$ cat config.mk
export PLATFORM = sky130hd
export DESIGN_NAME = aer_in_rx_flat
export DESIGN_NICKNAME = d
export VERILOG_FILES = /design/src/rtl/aer_pkg.sv /design/src/rtl/aer_in_rx_if.sv /design/src/rtl/aer_in_fifo.sv /design/src/rtl/aer_in_rx.sv /design/src/flat_wrapper.sv
export SDC_FILE = /design/constraint.sdc
export NUM_CORES = 1
export LEC_CHECK = 0
export CAP_MARGIN = 0
export CORE_MARGIN = 5
export CORE_UTILIZATION = 35
export DETAILED_ROUTE_END_ITERATION = 16
export HOLD_SLACK_MARGIN = 0.1
export PLACE_DENSITY_LB_ADDON = 0.15
export SLEW_MARGIN = 20
export SYNTH_ARGS = -nofsm -noshare
export SYNTH_HDL_FRONTEND = slang
export SYNTH_SLANG_ARGS = --single-unit
$ cat constraint.sdc
create_clock -name CLK -period 6.15 [get_ports CLK]
set_input_delay 1.23 -clock CLK [delete_from_list [all_inputs] [get_ports CLK]]
set_output_delay 1.23 -clock CLK [all_outputs]
set_load 0.005 [all_outputs]
$ cat src/rtl/aer_pkg.sv
// Shared definitions for the AER input receiver: field widths, address
// slicing positions, handshake FSM encoding and field-extraction helpers.
package aer_pkg;

  localparam int ADDR_DW  = 14;
  localparam int NEUR_DW  = 11;
  localparam int TS_DW    = 3;

  localparam int TS_MSB   = 13;
  localparam int TS_LSB   = 11;
  localparam int NEUR_MSB = 10;

  typedef enum logic [1:0] {
    IDLE    = 2'd0,
    ACK_HI  = 2'd1,
    WAIT_LO = 2'd2
  } rx_state_e;

  // Timestamp field of an AER address word.
  function automatic logic [TS_DW-1:0] addr_ts(input logic [ADDR_DW-1:0] addr);
    return addr[TS_MSB:TS_LSB];
  endfunction

  // Neuron index field of an AER address word.
  function automatic logic [NEUR_DW-1:0] addr_neur(input logic [ADDR_DW-1:0] addr);
    return addr[NEUR_MSB:0];
  endfunction

endpackage

$ cat src/rtl/aer_in_rx_if.sv
// AER input link bundle: 4-phase request/acknowledge side toward the
// transmitter plus the valid/ready event stream toward the scheduler.
interface aer_in_rx_if
  import aer_pkg::*;
#(
  parameter int AW = 4
) ();

  logic               AER_IN_REQ;
  logic [ADDR_DW-1:0] AER_IN_ADDR;
  logic               AER_IN_ACK;
  logic               AER_IN_BUSY;
  logic               EVT_VALID;
  logic               EVT_READY;
  logic [NEUR_DW-1:0] EVT_NEUR;
  logic [TS_DW-1:0]   EVT_TS;
  logic [AW:0]        EVT_LEVEL;

  // Receiver side (the aer_in_rx block).
  modport slave (
    input  AER_IN_REQ,
    input  AER_IN_ADDR,
    input  EVT_READY,
    output AER_IN_ACK,
    output AER_IN_BUSY,
    output EVT_VALID,
    output EVT_NEUR,
    output EVT_TS,
    output EVT_LEVEL
  );

  // Transmitter / consumer side.
  modport master (
    output AER_IN_REQ,
    output AER_IN_ADDR,
    output EVT_READY,
    input  AER_IN_ACK,
    input  AER_IN_BUSY,
    input  EVT_VALID,
    input  EVT_NEUR,
    input  EVT_TS,
    input  EVT_LEVEL
  );

endinterface

$ cat src/rtl/aer_in_fifo.sv
// First-word-fall-through event FIFO. The head word, valid/empty/full flags
// and occupancy are all registered, computed from the next-cycle state so
// they change on the same edge as the push or pop that causes them.
module aer_in_fifo #(
  parameter int DEPTH = 16,
  parameter int AW    = $clog2(DEPTH),
  parameter int DW    = 14
) (
  input  logic          CLK,
  input  logic          RST_N,
  input  logic          push,
  input  logic [DW-1:0] din,
  input  logic          pop,
  output logic          full,
  output logic          empty,
  output logic          valid,
  output logic [AW:0]   count,
  output logic [DW-1:0] dout
);

  localparam logic [AW:0] DEPTH_C = (AW+1)'(DEPTH);

  logic [DW-1:0] mem_r [DEPTH];
  logic [AW-1:0] wr_ptr_r;
  logic [AW-1:0] rd_ptr_r;
  logic [AW:0]   count_r;
  logic          full_r;
  logic          empty_r;
  logic          valid_r;
  logic [DW-1:0] dout_r;

  logic          push_ok_s;
  logic          pop_ok_s;
  logic [AW:0]   count_nxt_s;
  logic [AW-1:0] rd_nxt_s;
  logic [DW-1:0] head_nxt_s;

  // A push into a full FIFO and a pop from an empty one are both dropped.
  assign push_ok_s = push & ~full_r;
  assign pop_ok_s  = pop  & ~empty_r;

  // Next occupancy, next read pointer and the word that will sit at the head.
  always_comb begin
    count_nxt_s = count_r;
    rd_nxt_s    = rd_ptr_r;
    head_nxt_s  = dout_r;

    if (push_ok_s && !pop_ok_s) begin
      count_nxt_s = count_r + (AW+1)'(1'b1);
    end else if (pop_ok_s && !push_ok_s) begin
      count_nxt_s = count_r - (AW+1)'(1'b1);
    end else begin
      count_nxt_s = count_r;
    end

    if (pop_ok_s) begin
      rd_nxt_s = rd_ptr_r + AW'(1'b1);
    end else begin
      rd_nxt_s = rd_ptr_r;
    end

    // The incoming word becomes the head only when it lands exactly where the
    // read pointer will point, i.e. the FIFO is about to hold just this word.
    if (push_ok_s && (wr_ptr_r == rd_nxt_s)) begin
      head_nxt_s = din;
    end else if (count_nxt_s != '0) begin
      head_nxt_s = mem_r[rd_nxt_s];
    end else begin
      head_nxt_s = dout_r;
    end
  end

  // Pointers, occupancy, flags and the registered head view.
  always_ff @(posedge CLK or negedge RST_N) begin
    if (!RST_N) begin
      wr_ptr_r <= '0;
      rd_ptr_r <= '0;
      count_r  <= '0;
      full_r   <= 1'b0;
      empty_r  <= 1'b1;
      valid_r  <= 1'b0;
      dout_r   <= '0;
    end else begin
      if (push_ok_s) begin
        wr_ptr_r <= wr_ptr_r + AW'(1'b1);
      end
      rd_ptr_r <= rd_nxt_s;
      count_r  <= count_nxt_s;
      full_r   <= (count_nxt_s == DEPTH_C);
      empty_r  <= (count_nxt_s == '0);
      valid_r  <= (count_nxt_s != '0);
      dout_r   <= head_nxt_s;
    end
  end

  // Storage array; only accepted pushes write it.
  always_ff @(posedge CLK or negedge RST_N) begin
    if (!RST_N) begin
      for (int i = 0; i < DEPTH; i++) begin
        mem_r[i] <= '0;
      end
    end else if (push_ok_s) begin
      mem_r[wr_ptr_r] <= din;
    end
  end

  assign full  = full_r;
  assign empty = empty_r;
  assign valid = valid_r;
  assign count = count_r;
  assign dout  = dout_r;

endmodule

$ cat src/rtl/aer_in_rx.sv
// AER input receiver: synchronises the asynchronous 4-phase request,
// captures the event address into a FWFT FIFO and completes the REQ/ACK
// handshake. A full FIFO stalls the handshake (no ACK) so no event is lost.
module aer_in_rx
  import aer_pkg::*;
#(
  parameter int DEPTH = 16,
  parameter int AW    = $clog2(DEPTH)
) (
  input  logic        CLK,
  input  logic        RST_N,
  aer_in_rx_if.slave  aer
);

  logic               req_int_r;
  logic               req_syn_r;
  rx_state_e          state_r;
  rx_state_e          state_nxt_s;
  logic               ack_r;
  logic               ack_nxt_s;
  logic               push_s;
  logic               pop_s;
  logic               fifo_full_s;
  logic               fifo_empty_s;
  logic               fifo_valid_s;
  logic [AW:0]        fifo_count_s;
  logic [ADDR_DW-1:0] fifo_dout_s;

  // Two-flop synchroniser for the asynchronous request.
  always_ff @(posedge CLK or negedge RST_N) begin
    if (!RST_N) begin
      req_int_r <= 1'b0;
      req_syn_r <= 1'b0;
    end else begin
      req_int_r <= aer.AER_IN_REQ;
      req_syn_r <= req_int_r;
    end
  end

  // Handshake state and registered acknowledge.
  always_ff @(posedge CLK or negedge RST_N) begin
    if (!RST_N) begin
      state_r <= IDLE;
      ack_r   <= 1'b0;
    end else begin
      state_r <= state_nxt_s;
      ack_r   <= ack_nxt_s;
    end
  end

  // Handshake sequencing: accept in IDLE when there is room, hold ACK until
  // the request drops, then keep ACK low for one settling cycle.
  always_comb begin
    state_nxt_s = state_r;
    ack_nxt_s   = ack_r;
    push_s      = 1'b0;
    case (state_r)
      IDLE: begin
        if (req_syn_r && !fifo_full_s) begin
          push_s      = 1'b1;
          ack_nxt_s   = 1'b1;
          state_nxt_s = ACK_HI;
        end else begin
          ack_nxt_s   = 1'b0;
          state_nxt_s = IDLE;
        end
      end
      ACK_HI: begin
        if (!req_syn_r) begin
          ack_nxt_s   = 1'b0;
          state_nxt_s = WAIT_LO;
        end else begin
          ack_nxt_s   = 1'b1;
          state_nxt_s = ACK_HI;
        end
      end
      WAIT_LO: begin
        ack_nxt_s   = 1'b0;
        state_nxt_s = IDLE;
      end
      default: begin
        ack_nxt_s   = 1'b0;
        state_nxt_s = IDLE;
      end
    endcase
  end

  // Consumer accepts the head only while an event is actually presented.
  assign pop_s = ~fifo_empty_s & aer.EVT_READY;

  aer_in_fifo #(
    .DEPTH (DEPTH),
    .AW    (AW),
    .DW    (ADDR_DW)
  ) u_fifo (
    .CLK   (CLK),
    .RST_N (RST_N),
    .push  (push_s),
    .din   (aer.AER_IN_ADDR),
    .pop   (pop_s),
    .full  (fifo_full_s),
    .empty (fifo_empty_s),
    .valid (fifo_valid_s),
    .count (fifo_count_s),
    .dout  (fifo_dout_s)
  );

  assign aer.AER_IN_ACK  = ack_r;
  assign aer.AER_IN_BUSY = fifo_full_s;
  assign aer.EVT_VALID   = fifo_valid_s;
  assign aer.EVT_NEUR    = addr_neur(fifo_dout_s);
  assign aer.EVT_TS      = addr_ts(fifo_dout_s);
  assign aer.EVT_LEVEL   = fifo_count_s;

endmodule

$ cat src/flat_wrapper.sv
// flat-port wrapper written by rule: the top's interface ports become plain ports
module aer_in_rx_flat import aer_pkg::*;
#(
  parameter int DEPTH = 16,
  parameter int AW    = $clog2(DEPTH)
)
  (CLK, RST_N, aer_AER_IN_REQ, aer_AER_IN_ADDR, aer_EVT_READY, aer_AER_IN_ACK, aer_AER_IN_BUSY, aer_EVT_VALID, aer_EVT_NEUR, aer_EVT_TS, aer_EVT_LEVEL);
  aer_in_rx_if #(.AW(AW)) aer_i ();
  input  logic CLK;
  input  logic RST_N;
  input wire logic [$bits(aer_i.AER_IN_REQ)-1:0] aer_AER_IN_REQ;
  input wire logic [$bits(aer_i.AER_IN_ADDR)-1:0] aer_AER_IN_ADDR;
  input wire logic [$bits(aer_i.EVT_READY)-1:0] aer_EVT_READY;
  output wire logic [$bits(aer_i.AER_IN_ACK)-1:0] aer_AER_IN_ACK;
  output wire logic [$bits(aer_i.AER_IN_BUSY)-1:0] aer_AER_IN_BUSY;
  output wire logic [$bits(aer_i.EVT_VALID)-1:0] aer_EVT_VALID;
  output wire logic [$bits(aer_i.EVT_NEUR)-1:0] aer_EVT_NEUR;
  output wire logic [$bits(aer_i.EVT_TS)-1:0] aer_EVT_TS;
  output wire logic [$bits(aer_i.EVT_LEVEL)-1:0] aer_EVT_LEVEL;
  assign aer_i.AER_IN_REQ = aer_AER_IN_REQ;
  assign aer_i.AER_IN_ADDR = aer_AER_IN_ADDR;
  assign aer_i.EVT_READY = aer_EVT_READY;
  assign aer_AER_IN_ACK = aer_i.AER_IN_ACK;
  assign aer_AER_IN_BUSY = aer_i.AER_IN_BUSY;
  assign aer_EVT_VALID = aer_i.EVT_VALID;
  assign aer_EVT_NEUR = aer_i.EVT_NEUR;
  assign aer_EVT_TS = aer_i.EVT_TS;
  assign aer_EVT_LEVEL = aer_i.EVT_LEVEL;
  aer_in_rx #(.DEPTH(DEPTH), .AW(AW)) u_core (.CLK(CLK), .RST_N(RST_N), .aer(aer_i));
endmodule
Word level (Yosys, flattened, before mapping)
Index checks and enable logic that the tools add are counted.
{"block": "totals", "reg_bits": 259, "word_cells": 74, "out_inout_bits": 22, "input_bits": 18}
{"block": "op_classes", "n_reduce_logical": 12, "eq_ne": 3, "n_bitwise": 7, "n_mux": 18, "n_lt_le_gt_ge": 3, "add_sub_neg": 4}
{"op": "$bwmux W224", "count": 1}
{"op": "$mux W14", "count": 5}
{"op": "$bmux W14 S4", "count": 1}
{"op": "$demux W14 S4", "count": 1}
{"op": "$ge A5 B5 Y1 const B", "count": 2}
{"op": "$mux W5", "count": 2}
{"op": "$not A4 Y5", "count": 2}
{"op": "$add A4 B1 Y4 const B", "count": 2}
{"op": "$add A5 B1 Y5 const B", "count": 1}
{"op": "$eq A5 B5 Y1 const B", "count": 1}
{"op": "$logic_and A1 B1 Y1", "count": 5}
{"op": "$logic_not A5 Y1", "count": 1}
{"op": "$lt A5 B1 Y1 const B", "count": 1}
{"op": "$reduce_bool A5 Y1", "count": 1}
{"op": "$sub A5 B1 Y5 const B", "count": 1}
{"op": "$eq A4 B4 Y1", "count": 1}
{"op": "$mux W1", "count": 4}
{"op": "$mux W4", "count": 1}
{"op": "$pmux W2 S2", "count": 1}
{"op": "$and A1 B1 Y1", "count": 3}
{"op": "$logic_not A1 Y1", "count": 3}
{"op": "$eq A2 B1 Y1 const B", "count": 1}
{"op": "$logic_not A2 Y1", "count": 1}
{"op": "$mux W2", "count": 1}
{"op": "3 further kinds", "count": 4}

Depth between registers and ports, before layout
Gate-level depths: netlist of run 1.
{"block": "depth", "word_depth": 12, "ltp_mapped": 11, "ltp_nobuf": 9}

Hierarchy
A second synthesis of run 1 with hierarchy kept.
{"block": "unflattened", "cells_unflattened": 1322, "area_unflattened_um2": 13646.8}
{"mod": "aer_in_fifo", "cells_per_inst": 1312, "instances": 1, "seq_area_each_um2": 6357.3, "area_per_inst_um2": 13494.2}
{"mod": "aer_in_rx", "cells_per_inst": 10, "instances": 1, "seq_area_each_um2": 100.1, "area_per_inst_um2": 152.6}

Least setup slack after synthesis of run 1
Ideal clock, no wire load.
{"block": "synth_path", "path_kind": "input -> register", "start": "input aer_EVT_READY", "end": "register u_core.u_fifo.dout_r[3] (netlist: u_core.u_fifo.dout[3])", "arrival_time_ns": 3.053, "required_ns": 6.013, "n_path_buf": 3, "cell_stages": 10, "path_slack_ns": 2.960, "setup_time_ns": 0.137, "cell_sequence": "nor2b_1 > buf_2 > xnor2_2 > buf_4 > buf_2 > mux2i_1 > a221oi_1 > or4_1 > mux2i_1 > a21oi_1"}
{"block": "synth_between", "elab_chain_len": 9, "elab_cells_between_ends": 18, "cone_classes": "1 x eq/ne; 8 x mux; 3 x bitwise; 6 x reduce/logical"}
{"item": "start: declaration", "line_no": "flat_wrapper.sv:13", "text": "input wire logic [$bits(aer_i.EVT_READY)-1:0] aer_EVT_READY;"}
{"item": "$and A1 B1 Y1 (*)", "line_no": "aer_in_rx.sv:89", "text": "assign pop_s = ~fifo_empty_s & aer.EVT_READY;"}
{"item": "$and A1 B1 Y1 (*)", "line_no": "aer_in_fifo.sv:40", "text": "assign pop_ok_s = pop & ~empty_r;"}
{"item": "$mux W4", "line_no": "aer_in_fifo.sv:56", "text": "if (pop_ok_s) begin"}
{"item": "$not A4 Y5 (implied by the code)", "line_no": "aer_in_fifo.sv:67", "text": "head_nxt_s = mem_r[rd_nxt_s];"}
{"item": "$bmux W14 S4", "line_no": "aer_in_fifo.sv:67"}
{"item": "$mux W14 (implied by the code) (2 in a row)", "line_no": "aer_in_fifo.sv:67"}
{"item": "$mux W14", "line_no": "aer_in_fifo.sv:66", "text": "end else if (count_nxt_s != '0) begin"}
{"item": "$mux W14", "line_no": "aer_in_fifo.sv:64", "text": "if (push_ok_s && (wr_ptr_r == rd_nxt_s)) begin"}
{"item": "end signal: assignment", "line_no": "aer_in_fifo.sv:92", "text": "dout_r <= head_nxt_s;"}
{"item": "end: declaration", "line_no": "aer_in_fifo.sv:30", "text": "logic [DW-1:0] dout_r;"}
Every way passes the cells marked *; elsewhere a longest branch is shown, timed or not. The select of a mux whose other input is x is not followed.
A chain may end at the register's enable or synchronous reset.

Worst setup path after layout of run 1
{"block": "layout_path", "start": "input aer_EVT_READY", "end": "register u_core.u_fifo.dout_r[4] (netlist: u_core.u_fifo.dout[4])"}
The elaborated chain is that of the path after synthesis.

==> results.ini, run 1 <==
[logic_synthesis]
synth_top_area_share_pct=53.9
synth_cell_types=47
synth-edff-count=0
yosys.area_share.simple_pct=5.94
synthXorXnorAreaFrac_pct=0.944
synthMuxAreaShare_pct=27.1
ys.flop_type=dfrtp_1
ys_ff_latch=258
synthesis.instances=938
synth_area_leaders=dfrtp_1 54%, mux2_2 21%, mux2i_1 5.9%, a221oi_1 4.1%, a21oi_1 3.0%
synth_fp_nets=963
async_flop_share_pct=100
synthAdderAreaFrac_pct=0.735
synth.most_common_cell=dfrtp_1
ys_seq_area_share_pct=54.2
yosys.area.top_type=dfrtp_1
synth_compound_area_share_pct=7.85
netlist_area_um2=11900
synth_commonest_cells=257 x dfrtp_1, 225 x mux2_2, 73 x nand2_1, 71 x a21oi_1, 70 x mux2i_1
ys_warn_count=0
syn_avg_cell_area_um2=12.7
synth_top_family_by_area=multiplexers

[pwr]
power_w=0.00786
ir_worst_vdd_mv=0.710
power.density_nw_per_um2=577
power_leakage_nw=5.85

[clock_tree]
cts_resized=0
clkTransAtPathRegs_ps=60
cts_root_buf=clkbuf_16
cts_sinks=258
h-tree-depth=1
insertion_delay_ps=540
hold_buffers=0
post_cts_buffers=0
cts_buffers=30
cts_buffer_depth=3
cts_tree=done

[placed_design]
numPortBuffers=39
place.gp.congestion=0.754
dp.cells=1361
hpwl_um=17200

[layout]
drive_gt1_share_pct=30.5
nets=970
num_antenna_cells=0
nFillCells=3203
final_cells=1414
area_growth_pct=14.3

[critical_path]
reg2reg_from=u_core.u_fifo.empty
cp.required_ps=6560
path_class=in -> reg
critPathLaunch=aer_EVT_READY
end_kind=flop
worstSetupEndpoint=u_core.u_fifo.dout[4]
critPathMaxFanout=113
start_kind=input pin
r2r_cells=7
r2r_end=u_core.u_fifo.dout[1]
cp.arrival_ps=4410
regToRegSetupSlack_ps=2850

[global_routing]
grt-ovfl-total=0
grt_start_max_net_pins=114
grt_pass1_vias=7936
antenna_found_initial=0
grt_usage_pct=16.6
grt_pass1_wl_um=49500

[timing]
finClkSkew_ps=6.91
relSlewSlack_pct=24.2
drv_slew=0
fmax_mhz=250
whs_ps=348
hold_viol=0
tightest_slew_ps=1130
finalSetupViolCount=0
rsz0062_at_grt=no
finalCriticalPeriod_ps=4010
fin_crit_sh_pct=65.1
setup_tns_ps=0

[floorplanning]
core_um2=33600
die_h_um=195
start_util_pct=35.5
die_x_um=195
die_area_um2=37900
row_count=67
ioPinCount=40

[drt]
wl_per_cell_um=22.1
drt_first_pass_iters=4
viasPerCell=5.34
wirelength_um=31200
vias=7546
ant_nets=0
drc=0
drt_iter0_markers=411

[run_status]
status=complete, no violations

[run]
drv_cap=0

[hold_path]
hold_path.class=reg -> reg

==> cells in the final DEF (no fill, tap or decap), types with 3 or more instances in the layout <==
cell,instances
a21oi_1,71
a221oi_1,56
and2_1,4
buf_4,12
clkbuf_1,11
clkbuf_16,31
clkbuf_8,6
clkdlybuf4s50_1,38
clkinv_2,4
dfrtp_1,257
ha_1,7
inv_1,7
mux2_2,224
mux2i_1,70
nand2_1,71
nand3_1,3
nand3b_1,3
nand4_1,3
nor2_1,21
nor3_1,4
nor3b_1,3
or4_1,14
xnor2_1,11
==> layer usage <==
metal,GRT usage [%],vias up,part of all wire [%]
met4,3.46,0,2.2
li1,-,3435,-
met5,0,-,0
met3,1.97,44,3.9
met1,24.1,3927,48
met2,26.8,140,46
==> layout make-up <==
class	instances	area [µm²]	area share, %
inverters	8	30.0	0.220
clock inverters	5	50.0	0.367
well taps	448	561	4.12
multi-input cells	594	5100	37.4
repair buffers	53	526	3.86
flip-flops and latches	258	6460	47.4
clock buffers	48	900	6.60
==> per-stage QoR <==
step	util [%]	cell area [µm²]	worst slack (ps)
after floorplan	-	11900	2960
after global placement	37.7	12700	1660
after detailed placement	37.7	12700	1620
after CTS	40.5	13600	2200
after global routing	40.5	13600	1930
final	40.5	13600	2140
==> flip-flops by register name, indices dropped and copies added (netlist names), 2 cells and up <==
register	count
u_core.u_fifo.count	5
u_core.u_fifo.mem_r	224
u_core.state_r	2
u_core.u_fifo.rd_ptr_r	4
u_core.u_fifo.wr_ptr_r	4
u_core.u_fifo.dout	14
==> how the worst min path moves through the flow <==
stage | startpoint | to | slack, ps | cells after the start
detailed placement | u_core.req_int_r | u_core.req_syn_r | 340 | 0
finish | u_core.req_int_r | u_core.req_syn_r | 350 | 0
global placement | u_core.req_int_r | u_core.req_syn_r | 340 | 0
CTS | u_core.req_int_r | u_core.req_syn_r | 350 | 0
global route | u_core.req_int_r | u_core.req_syn_r | 350 | 0
floorplan | u_core.req_int_r | u_core.req_syn_r | 330 | 0
==> cell families after synthesis <==
group,Yosys count
muxes,295
DFF,258
and+or+nand+nor,142
AOI/OAI and AO/OA,138
buffers and inverters,86
xor gates and xnor gates,12
adders and majority gates,7
==> power breakdown <==
part	total (W)	switching, W	internal, W
clock network	0.00171	0.000674	0.00103
registers	0.00301	0.000461	0.00255
logic	0.00314	0.00161	0.00154
total	0.00786	0.00274	0.00512
==> worst max-delay path, cell delays in order <==
cell,delay (ps)
clkdlybuf4s50_1,500
nor2b_1,630
xnor2_4,200
buf_12,530
mux2i_1,270
a221oi_1,100
or4_1,580
mux2i_1,150
a21oi_1,80
Note: power is estimated with default switching activity, not from simulation.
==> inputs of run 2 (changes only) <==
Clock period 6.15 ns to 3.88 ns, I/O delays scaled along.
==> results.ini, run 2 (synthesis results as in run 1) <==
[run_status]
status=complete, no violations

[layout]
drive_gt1_share_pct=31.9
final_cell_mix=257 x dfrtp_1, 224 x mux2_2, 72 x nand2_1
nets=991
num_antenna_cells=0
fin_util_pct=41.2
seqCellArea_um2=6460
top_register=u_core.u_fifo.mem_r
layout_commonest_cell=dfrtp_1
nFillCells=3175
largest_reg_flops=224
area_growth_pct=16.3
multi_input_area_um2=5100
final_cells=1434

[pwr]
power_leakage_nw=5.99
power_w=0.0128
ir_worst_vdd_mv=0.495
power.density_nw_per_um2=920

[floorplanning]
die_x_um=195
die_area_um2=37900
start_util_pct=35.5
row_count=67
ioPinCount=40
core_um2=33600
die_h_um=195

[global_routing]
grt_pass1_vias=7891
grt_start_max_net_pins=82
grt_usage_pct=17.3
antenna_found_initial=0
grt-ovfl-total=0
grt_pass1_wl_um=50800

[drt]
ant_nets=0
drt_iter0_markers=411
wirelength_um=32800
drc=0
vias=7630
drt_first_pass_iters=4
viasPerCell=5.32
wl_per_cell_um=22.8

[placed_design]
place.gp.congestion=0.711
numPortBuffers=39
hpwl_um=18500
place_ws_ps=339
dp.cells=1382

[critical_path]
reg2reg_from=u_core.u_fifo.empty
r2r_cells=8
critPathLaunch=aer_EVT_READY
start_kind=input pin
regToRegSetupSlack_ps=1150
path_class=in -> reg
cp_slowest_stage_delay_ps=530
critical_path.cell_chain=clkdlybuf4s50_1, nor2b_1, xnor2_4, buf_12, mux2i_1, a221oi_1, or4_1, mux2i_1, a21oi_1
slowest_stage=or4_1
cp_common_cell=mux2i_1
cp.required_ps=4300
critPathMaxFanout=35
cp.arrival_ps=3410
r2r_end=u_core.u_fifo.dout[13]
end_kind=flop

[clock_tree]
cts_tree=done
post_cts_buffers=0
cts_root_buf=clkbuf_16
cts_buffers=30
hold_buffers=0
insertion_delay_ps=550
cts_resized=0
cts_buffer_depth=3
h-tree-depth=1
cts_sinks=258
clkTransAtPathRegs_ps=60

[timing]
setup_slack_ps=896
drv_slew=0
finalSetupViolCount=0
finalCriticalPeriod_ps=2980
rsz0062_at_grt=no
finClkSkew_ps=12.9
fmax_mhz=335
hold_viol=0
setup_tns_ps=0
relSlewSlack_pct=25.9
fin_crit_sh_pct=76.9
tightest_slew_ps=1110

[run]
drv_cap=0

[hold_path]
hold_path.class=in -> async

[run 2: cell types whose count changed in the layout (fill, tap and decap cells not counted)]
cell      before  now
nand2_1       71   72
buf_4         12   25
buf_12         2   10
clkbuf_1      11   10
nand2_2        2    1
clkbuf_8       6    5
clkinv_2       4    5
[run 2: metal layers]
metal	GRT usage, %	up-vias	part of all wire [%]
li1	-	3498	-
met1	25.4	3949	48
met2	27.5	145	46
met3	2.44	38	4.5
met4	3.28	0	1.8
met5	0	-	0
[run 2: critical path, delay by kind of cell]
| kind | cells | cell delay [ps] |
|---|---|---|
| muxes | 2 | 400 |
| xor gates and xnor gates | 1 | 310 |
| buffers and inverters | 2 | 810 |
| AOI/OAI and AO/OA | 2 | 190 |
| and+or+nand+nor | 2 | 890 |
[run 2: power by group]
group | internal, W | leakage [nW] | switching, W
sequential | 0.00404 | 3.05 | 0.000749
clock | 0.00161 | 0.463 | 0.00108
combinational | 0.00263 | 2.47 | 0.00264
[run 2: final cells by class]
type | count | area share (%)
sequential | 258 | 46.6
inverter | 8 | 0.217
multi-input combinational | 594 | 36.8
tap | 448 | 4.04
timing repair buffer | 74 | 5.65
clock inverter | 6 | 0.397
clock buffer | 46 | 6.36
[run 2: worst max-delay path by stage]
stage               cells after the start                      to
finish                                  9  u_core.u_fifo.dout[13]
global route                           10   u_core.u_fifo.dout[3]
CTS                                     9  u_core.u_fifo.dout[13]
detailed placement                      9  u_core.u_fifo.dout[13]
global placement                        9  u_core.u_fifo.dout[13]
floorplan                              10   u_core.u_fifo.dout[3]
[run 2: through the flow]
step,instance area [µm²],hold slack (ps)
CTS,13900,245
global placement,12900,342
floorplan,11900,331
finish,13900,231
detailed placement,12900,349
global route,13900,279
